**src/rtl/seg_pkg.sv**
```systemverilog
// Shared definitions for the seven-segment scanner: glyph constants and
// the scanner state encoding. Glyph bits are active-high, ordered {g,f,e,d,c,b,a}.
package seg_pkg;

   localparam logic [6:0] SEG_0 = 7'b0111111;
   localparam logic [6:0] SEG_1 = 7'b0000110;
   localparam logic [6:0] SEG_2 = 7'b1011011;
   localparam logic [6:0] SEG_3 = 7'b1001111;
   localparam logic [6:0] SEG_4 = 7'b1100110;
   localparam logic [6:0] SEG_5 = 7'b1101101;
   localparam logic [6:0] SEG_6 = 7'b1111101;
   localparam logic [6:0] SEG_7 = 7'b0000111;
   localparam logic [6:0] SEG_8 = 7'b1111111;
   localparam logic [6:0] SEG_9 = 7'b1101111;
   localparam logic [6:0] SEG_A = 7'b1110111;
   localparam logic [6:0] SEG_B = 7'b1111100;
   localparam logic [6:0] SEG_C = 7'b0111001;
   localparam logic [6:0] SEG_D = 7'b1011110;
   localparam logic [6:0] SEG_E = 7'b1111001;
   localparam logic [6:0] SEG_F = 7'b1110001;

   // Scanner phases: all anodes dark, or one digit lit.
   typedef enum logic {
      BLANK = 1'b0,
      SHOW  = 1'b1
   } scan_state_t;

endpackage

```
**src/rtl/hex_to_seg.sv**
```systemverilog
// Combinational hex nibble to active-high seven-segment glyph (0-F, lowercase b and d).
module hex_to_seg
   import seg_pkg::*;
(
   input  logic [3:0] hex,
   output logic [6:0] seg
);

   // Glyph lookup for the full hex range.
   always_comb begin
      seg = SEG_8;
      case (hex)
         4'h0:    seg = SEG_0;
         4'h1:    seg = SEG_1;
         4'h2:    seg = SEG_2;
         4'h3:    seg = SEG_3;
         4'h4:    seg = SEG_4;
         4'h5:    seg = SEG_5;
         4'h6:    seg = SEG_6;
         4'h7:    seg = SEG_7;
         4'h8:    seg = SEG_8;
         4'h9:    seg = SEG_9;
         4'hA:    seg = SEG_A;
         4'hB:    seg = SEG_B;
         4'hC:    seg = SEG_C;
         4'hD:    seg = SEG_D;
         4'hE:    seg = SEG_E;
         4'hF:    seg = SEG_F;
         default: seg = SEG_8;
      endcase
   end

endmodule

```
**src/rtl/seven_seg_scanner.sv**
```systemverilog
// Time-multiplexed driver for a common-anode seven-segment display.
// A new word is parked in a one-deep pending slot and only copied into the
// display register when the scan wraps back to digit 0, so a frame never
// mixes old and new digits. A blanking gap precedes every lit digit.
module seven_seg_scanner
   import seg_pkg::*;
#(
   parameter int NUM_DIGITS  = 8,
   parameter int SHOW_TICKS  = 90_000,
   parameter int BLANK_TICKS = 10_000
)
(
   input  logic                      CLK100MHZ,
   input  logic                      CPU_RESETN,
   input  logic [4*NUM_DIGITS-1:0]   data_in,
   input  logic [NUM_DIGITS-1:0]     dp_in,
   input  logic [NUM_DIGITS-1:0]     digit_en,
   input  logic                      data_valid,
   output logic                      data_ready,
   output logic [NUM_DIGITS-1:0]     AN,
   output logic                      CA,
   output logic                      CB,
   output logic                      CC,
   output logic                      CD,
   output logic                      CE,
   output logic                      CF,
   output logic                      CG,
   output logic                      DP,
   output logic                      frame_start
);

   localparam int MAX_TICKS = (SHOW_TICKS > BLANK_TICKS) ? SHOW_TICKS : BLANK_TICKS;
   localparam int CNT_W     = (MAX_TICKS > 1) ? $clog2(MAX_TICKS) : 1;
   localparam int IDX_W     = (NUM_DIGITS > 1) ? $clog2(NUM_DIGITS) : 1;

   localparam logic [CNT_W-1:0] BLANK_LAST = CNT_W'(BLANK_TICKS - 1);
   localparam logic [CNT_W-1:0] SHOW_LAST  = CNT_W'(SHOW_TICKS - 1);
   localparam logic [IDX_W-1:0] IDX_LAST   = IDX_W'(NUM_DIGITS - 1);

   scan_state_t               state_r;
   logic [CNT_W-1:0]          cnt_r;
   logic [IDX_W-1:0]          idx_r;
   logic [4*NUM_DIGITS-1:0]   display_r;
   logic [NUM_DIGITS-1:0]     dp_disp_r;
   logic [4*NUM_DIGITS-1:0]   pending_data_r;
   logic [NUM_DIGITS-1:0]     pending_dp_r;
   logic                      pending_full_r;
   logic                      data_ready_r;
   logic [NUM_DIGITS-1:0]     an_r;
   logic [6:0]                seg_n_r;
   logic                      dp_n_r;
   logic                      frame_start_r;

   logic [3:0]                nibble_s;
   logic [6:0]                glyph_s;
   logic                      dp_sel_s;
   logic [NUM_DIGITS-1:0]     an_show_s;
   logic                      accept_s;
   logic                      reload_s;
   logic                      pending_full_next_s;

   hex_to_seg u_hex_to_seg (
      .hex (nibble_s),
      .seg (glyph_s)
   );

   // Select the digit about to be lit and work out handshake/reload events.
   always_comb begin
      nibble_s            = display_r[{idx_r, 2'b00} +: 4];
      dp_sel_s            = dp_disp_r[idx_r];
      accept_s            = data_valid & data_ready_r;
      reload_s            = 1'b0;
      pending_full_next_s = pending_full_r;
      for (int i = 0; i < NUM_DIGITS; i++) begin
         an_show_s[i] = ~(digit_en[i] & (idx_r == IDX_W'(i)));
      end
      if ((state_r == SHOW) && (cnt_r == SHOW_LAST) && (idx_r == IDX_LAST)) begin
         reload_s = pending_full_r;
      end else begin
         reload_s = 1'b0;
      end
      if (accept_s) begin
         pending_full_next_s = 1'b1;
      end else if (reload_s) begin
         pending_full_next_s = 1'b0;
      end else begin
         pending_full_next_s = pending_full_r;
      end
   end

   // Scan FSM with pending/display registers and registered pin drivers.
   always_ff @(posedge CLK100MHZ or negedge CPU_RESETN) begin
      if (!CPU_RESETN) begin
         state_r        <= BLANK;
         cnt_r          <= {CNT_W{1'b0}};
         idx_r          <= {IDX_W{1'b0}};
         display_r      <= {(4*NUM_DIGITS){1'b0}};
         dp_disp_r      <= {NUM_DIGITS{1'b0}};
         pending_data_r <= {(4*NUM_DIGITS){1'b0}};
         pending_dp_r   <= {NUM_DIGITS{1'b0}};
         pending_full_r <= 1'b0;
         data_ready_r   <= 1'b1;
         an_r           <= {NUM_DIGITS{1'b1}};
         seg_n_r        <= 7'h7F;
         dp_n_r         <= 1'b1;
         frame_start_r  <= 1'b0;
      end else begin
         frame_start_r  <= 1'b0;
         pending_full_r <= pending_full_next_s;
         data_ready_r   <= ~pending_full_next_s;
         if (accept_s) begin
            pending_data_r <= data_in;
            pending_dp_r   <= dp_in;
         end
         case (state_r)
            BLANK: begin
               if (cnt_r == BLANK_LAST) begin
                  state_r <= SHOW;
                  cnt_r   <= {CNT_W{1'b0}};
                  an_r    <= an_show_s;
                  seg_n_r <= ~glyph_s;
                  dp_n_r  <= ~dp_sel_s;
               end else begin
                  cnt_r <= cnt_r + 1'b1;
               end
            end
            SHOW: begin
               if (cnt_r == SHOW_LAST) begin
                  state_r <= BLANK;
                  cnt_r   <= {CNT_W{1'b0}};
                  an_r    <= {NUM_DIGITS{1'b1}};
                  seg_n_r <= 7'h7F;
                  dp_n_r  <= 1'b1;
                  if (idx_r == IDX_LAST) begin
                     idx_r <= {IDX_W{1'b0}};
                  end else begin
                     idx_r <= idx_r + 1'b1;
                  end
                  if (reload_s) begin
                     display_r     <= pending_data_r;
                     dp_disp_r     <= pending_dp_r;
                     frame_start_r <= 1'b1;
                  end
               end else begin
                  cnt_r <= cnt_r + 1'b1;
               end
            end
            default: begin
               state_r <= BLANK;
               cnt_r   <= {CNT_W{1'b0}};
               an_r    <= {NUM_DIGITS{1'b1}};
               seg_n_r <= 7'h7F;
               dp_n_r  <= 1'b1;
            end
         endcase
      end
   end

   assign data_ready  = data_ready_r;
   assign AN          = an_r;
   assign CA          = seg_n_r[0];
   assign CB          = seg_n_r[1];
   assign CC          = seg_n_r[2];
   assign CD          = seg_n_r[3];
   assign CE          = seg_n_r[4];
   assign CF          = seg_n_r[5];
   assign CG          = seg_n_r[6];
   assign DP          = dp_n_r;
   assign frame_start = frame_start_r;

endmodule

```
**config.mk**
```make
export PLATFORM = sky130hd
export DESIGN_NAME = seven_seg_scanner
export DESIGN_NICKNAME = d
export VERILOG_FILES = /design/src/rtl/seg_pkg.sv /design/src/rtl/hex_to_seg.sv /design/src/rtl/seven_seg_scanner.sv
export SDC_FILE = /design/constraint.sdc
export NUM_CORES = 1
export LEC_CHECK = 0
export BUFFER_PORTS_ARGS = -buffer_cell sky130_fd_sc_hd__buf_2
export CORE_ASPECT_RATIO = 0.6
export CORE_MARGIN = 2
export CORE_UTILIZATION = 52
export CTS_CLUSTER_SIZE = 20
export DETAILED_ROUTE_END_ITERATION = 12
export PLACE_DENSITY = 0.76
export SLEW_MARGIN = 20
export SYNTH_ARGS = -nofsm -noshare
export SYNTH_HDL_FRONTEND = slang
export SYNTH_SLANG_ARGS = --single-unit
```
**constraint.sdc**
```tcl
create_clock -name CLK100MHZ -period 2.45 [get_ports CLK100MHZ]
set_input_delay 0.245 -clock CLK100MHZ [delete_from_list [all_inputs] [get_ports CLK100MHZ]]
set_output_delay 0.245 -clock CLK100MHZ [all_outputs]
set_load 0.01 [all_outputs]
```
==> results.md <==
* Slew Limit Fails at 0
* Crit path max fanout at 24
* Vias in the first global route at 3365
* Die W at ~140 µm
* Slowest CP cell: or4_4
* Final nets at ~530
* GPL Wtd Cong at 0.810
* Die Area at around 11000 µm²
* Worst EP arrival at between 2 and 3 ns
* Pin count of the biggest net entering global routing at 63
* Max-Cap Viols at 0
* Clk_lat worst skew at a little over 0.4 ns
* Ports at roughly 70
* Hold Crit Class: input pin to flop
* Pwr per Cell Area at between 700 and 800 nW/µm²
* Yosys top cell by area: dfrtp_1
* Chip Height at approximately 84 µm
* Slew @ Worst Pin at a little over 0.9 ns
* Cell Chain, Critical Path: or4_4 > nor2_4 > and4_1 > and3_2 > buf_12 > mux2_4
* Critical Path End Type: flop
* Delay-heaviest family, CP: simple AND/OR/NAND/NOR gates
* Post-synth EDFFs at 0
* Synth Flop Type: dfrtp_1
* CTS tree: yes
* Initial cell density of the core at between 50% and 60%
* Max stage delay on crit path at ~0.56 ns
* Vias at 3303
* CP bufs+invs at 1
* Clk slew on worst S/H paths at roughly 0.050 ns
* Unrepaired setup endpoints after global routing: false
* Outcome: completed
* Critical path type: flop to flop
* Req. time, crit path at 2.74 ns
* Top cell type's share of synthesized area at a little under half
* DP Area at about 6000 µm²
* Area delta synth->final at 21.2%
* H-tree Lvls at 4
* VDD IR max at 645 µV
* Final instance area at about 6700 µm²
* Fmax at between 400 and 500 MHz
* CTS sink count at 120
* Mapped Area at around 5500 µm²
* Synth Register Bits at 120
* Number of setup violations in the final report at 0
* Synth cell types at 44
* Row count at 29
* Setup TNS at 0 ns
* Post-Synthesis Cells at roughly 380
* Number of diodes at 0
* Lkg Pwr at slightly above 3 nW
* Crit start category: flop
* Yosys warns at 0
* DRC errors left at 0
* Core region area at approximately 10000 µm²
* Syn Nets at between 400 and 500
* Post-synthesis sequential area ratio at a little over half
* Antenna viol nets, final at 0
* Period minus WS final at ~2.3 ns
* Number of buffers created by CTS at 17
* IO buf count at around 70
* DRT iter0 DRCs at 270
* GRT Total Usage at between 20% and 30%
* WL per Instance at 17.5 µm
* Total power draw at around 0.0052 W
* Synth top area cells: dfrtp_1 (47%), mux2_4 (11%), mux2_2 (8.4%)
* Congestion Overflow GR at 0
* First-pass GRT wire length at approximately 18000 µm
* Total wire length at 10900 µm
* Fraction of layout cells with a size suffix above 1 at between 40% and 50%
* Period utilization at 93.0%
* Clock root cell: clkbuf_16
* Initial antenna violation count at 0
* Setup Skew at about 0.008 ns
* DP HPWL at approximately 7400 µm
* Worst slew margin at 38.3%
* Final hold violations at 0
* First-pass iteration count of the detailed router at 4
* Async S/R FF share, synth at between 90% and 100%
* Final Util at between 60% and 70%
* CTS max path bufs at 2
* Vias/cell at about 5.3
* Syn avg cell area at 14.4 µm²
-- flip-flops by register name (all words and copies together) (netlist names), 3 cells and up --
register and cells:
pending_dp_r 8, display_r 32, cnt_r 17, pending_data_r 32
AN 8, idx_r 3, seg_n_r 7, dp_disp_r 8
-- routing by layer --
metal  GRT usage (%)  up-vias  wire length [µm]  share of wire [%]
met4            9.56        0               214                2.0
met3            5.22       17               588                5.4
li1                -     1552                 -                  -
met5               0        -                 0                  0
met2            28.5       92              4760                 44
met1            31.3     1642              5300                 49
-- what timing repair did --
action / in CTS / in global routing
setup endpoints to repair: 0 / 3
hold buffers: 5 / 0
setup buffers: 0 / 0
hold endpoints to repair: 26 / 0
gates resized for setup: 0 / 1
-- path summary, 6_finish.rpt --
path | startpoint | endpoint | slack, ns | cells after the start
min in group asynchronous | CPU_RESETN | pending_data_r[14]$_DFFE_PN0P_ | 0.28 | 2
max in group asynchronous | CPU_RESETN | AN[1]$_DFFE_PN1P_ | 1.35 | 3
setup / recovery | cnt_r[5]$_DFF_PN0_ | display_r[10]$_DFFE_PN0P_ | 0.17 | 6
setup reg to reg | cnt_r[5]$_DFF_PN0_ | display_r[10]$_DFFE_PN0P_ | 0.17 | 6
hold / removal | digit_en[5] | AN[5]$_DFFE_PN1P_ | 0.02 | 2
hold reg to reg | cnt_r[0]$_DFF_PN0_ | cnt_r[0]$_DFF_PN0_ | 0.46 | 1
-- through the flow --
stage               worst slack [ns]  hold WS (ns)  cells
floorplan                     0.0250       -0.0506    382
global placement               0.123         0.162    583
detailed placement             0.101         0.172    583
CTS                           0.0710      0.000636    620
global route                   0.103        0.0120    620
finish                         0.171        0.0165    620
-- cells in the mapped netlist (2+ instances only) --
cell       instances
a21oi_1            5
a2bb2oi_1          2
a31oi_1            3
a41oi_1            6
and3_1             5
and4_1             5
buf_1              5
buf_12             4
buf_2              5
clkbuf_1           4
dfrtp_1          103
dfstp_2           17
ha_1              13
inv_1              8
mux2_2            41
mux2_4            40
mux2i_1            8
mux4_2            10
nand2_1           13
nand3_1            5
nand4_1            5
nor2_1            20
nor2b_1            3
nor3_1            10
nor3b_1            3
o21ai_0            3
o22a_1             3
o32a_1             2
or3_1              2
xnor2_1            7
xor2_1             9
-- final cells by class --
| cell class | count | area [µm²] |
|---|---|---|
| sequential | 120 | 3030 |
| fill | 745 | 3770 |
| inverter | 9 | 33.8 |
| clock buffer | 24 | 482 |
| timing repair buffer | 87 | 536 |
| clock inverter | 8 | 120 |
| tap | 139 | 174 |
| multi-input combinational | 233 | 2310 |
-- where the power goes --
| part | leakage [nW] | internal (W) | switching (W) |
|---|---|---|---|
| registers | 1.51 | 0.00219 | 0.000128 |
| logic | 1.30 | 0.000201 | 0.000112 |
| clock network | 0.290 | 0.00167 | 0.000859 |
-- cell families after synthesis --
kind of cell | synth area share, %
compound gates | 3.77
xor+xnor | 2.54
fa+ha+maj | 2.95
buf+inv | 3.47
flops | 54.9
mux | 25.1
simple gates | 7.33
-- worst reg2reg max path: stages, from the launching register on --
cell and delay (ns):
dfrtp_1 0.41, or4_4 0.56, nor2_4 0.14, and4_1 0.24, and3_2 0.25, buf_12 0.22, mux2_4 0.33
-- layout by cell type (no fill, tap or decap), types with 9 or more instances in the layout --
| cell type | count |
|---|---|
| buf_4 | 12 |
| buf_2 | 67 |
| clkbuf_16 | 17 |
| xor2_1 | 9 |
| dfrtp_1 | 102 |
| ha_1 | 13 |
| nor3_1 | 10 |
| dfstp_2 | 17 |
| nand2_1 | 12 |
| mux2_2 | 41 |
| mux2_4 | 40 |
| nor2_1 | 20 |
| mux4_2 | 10 |
Power figures use the tool's default switching activity.
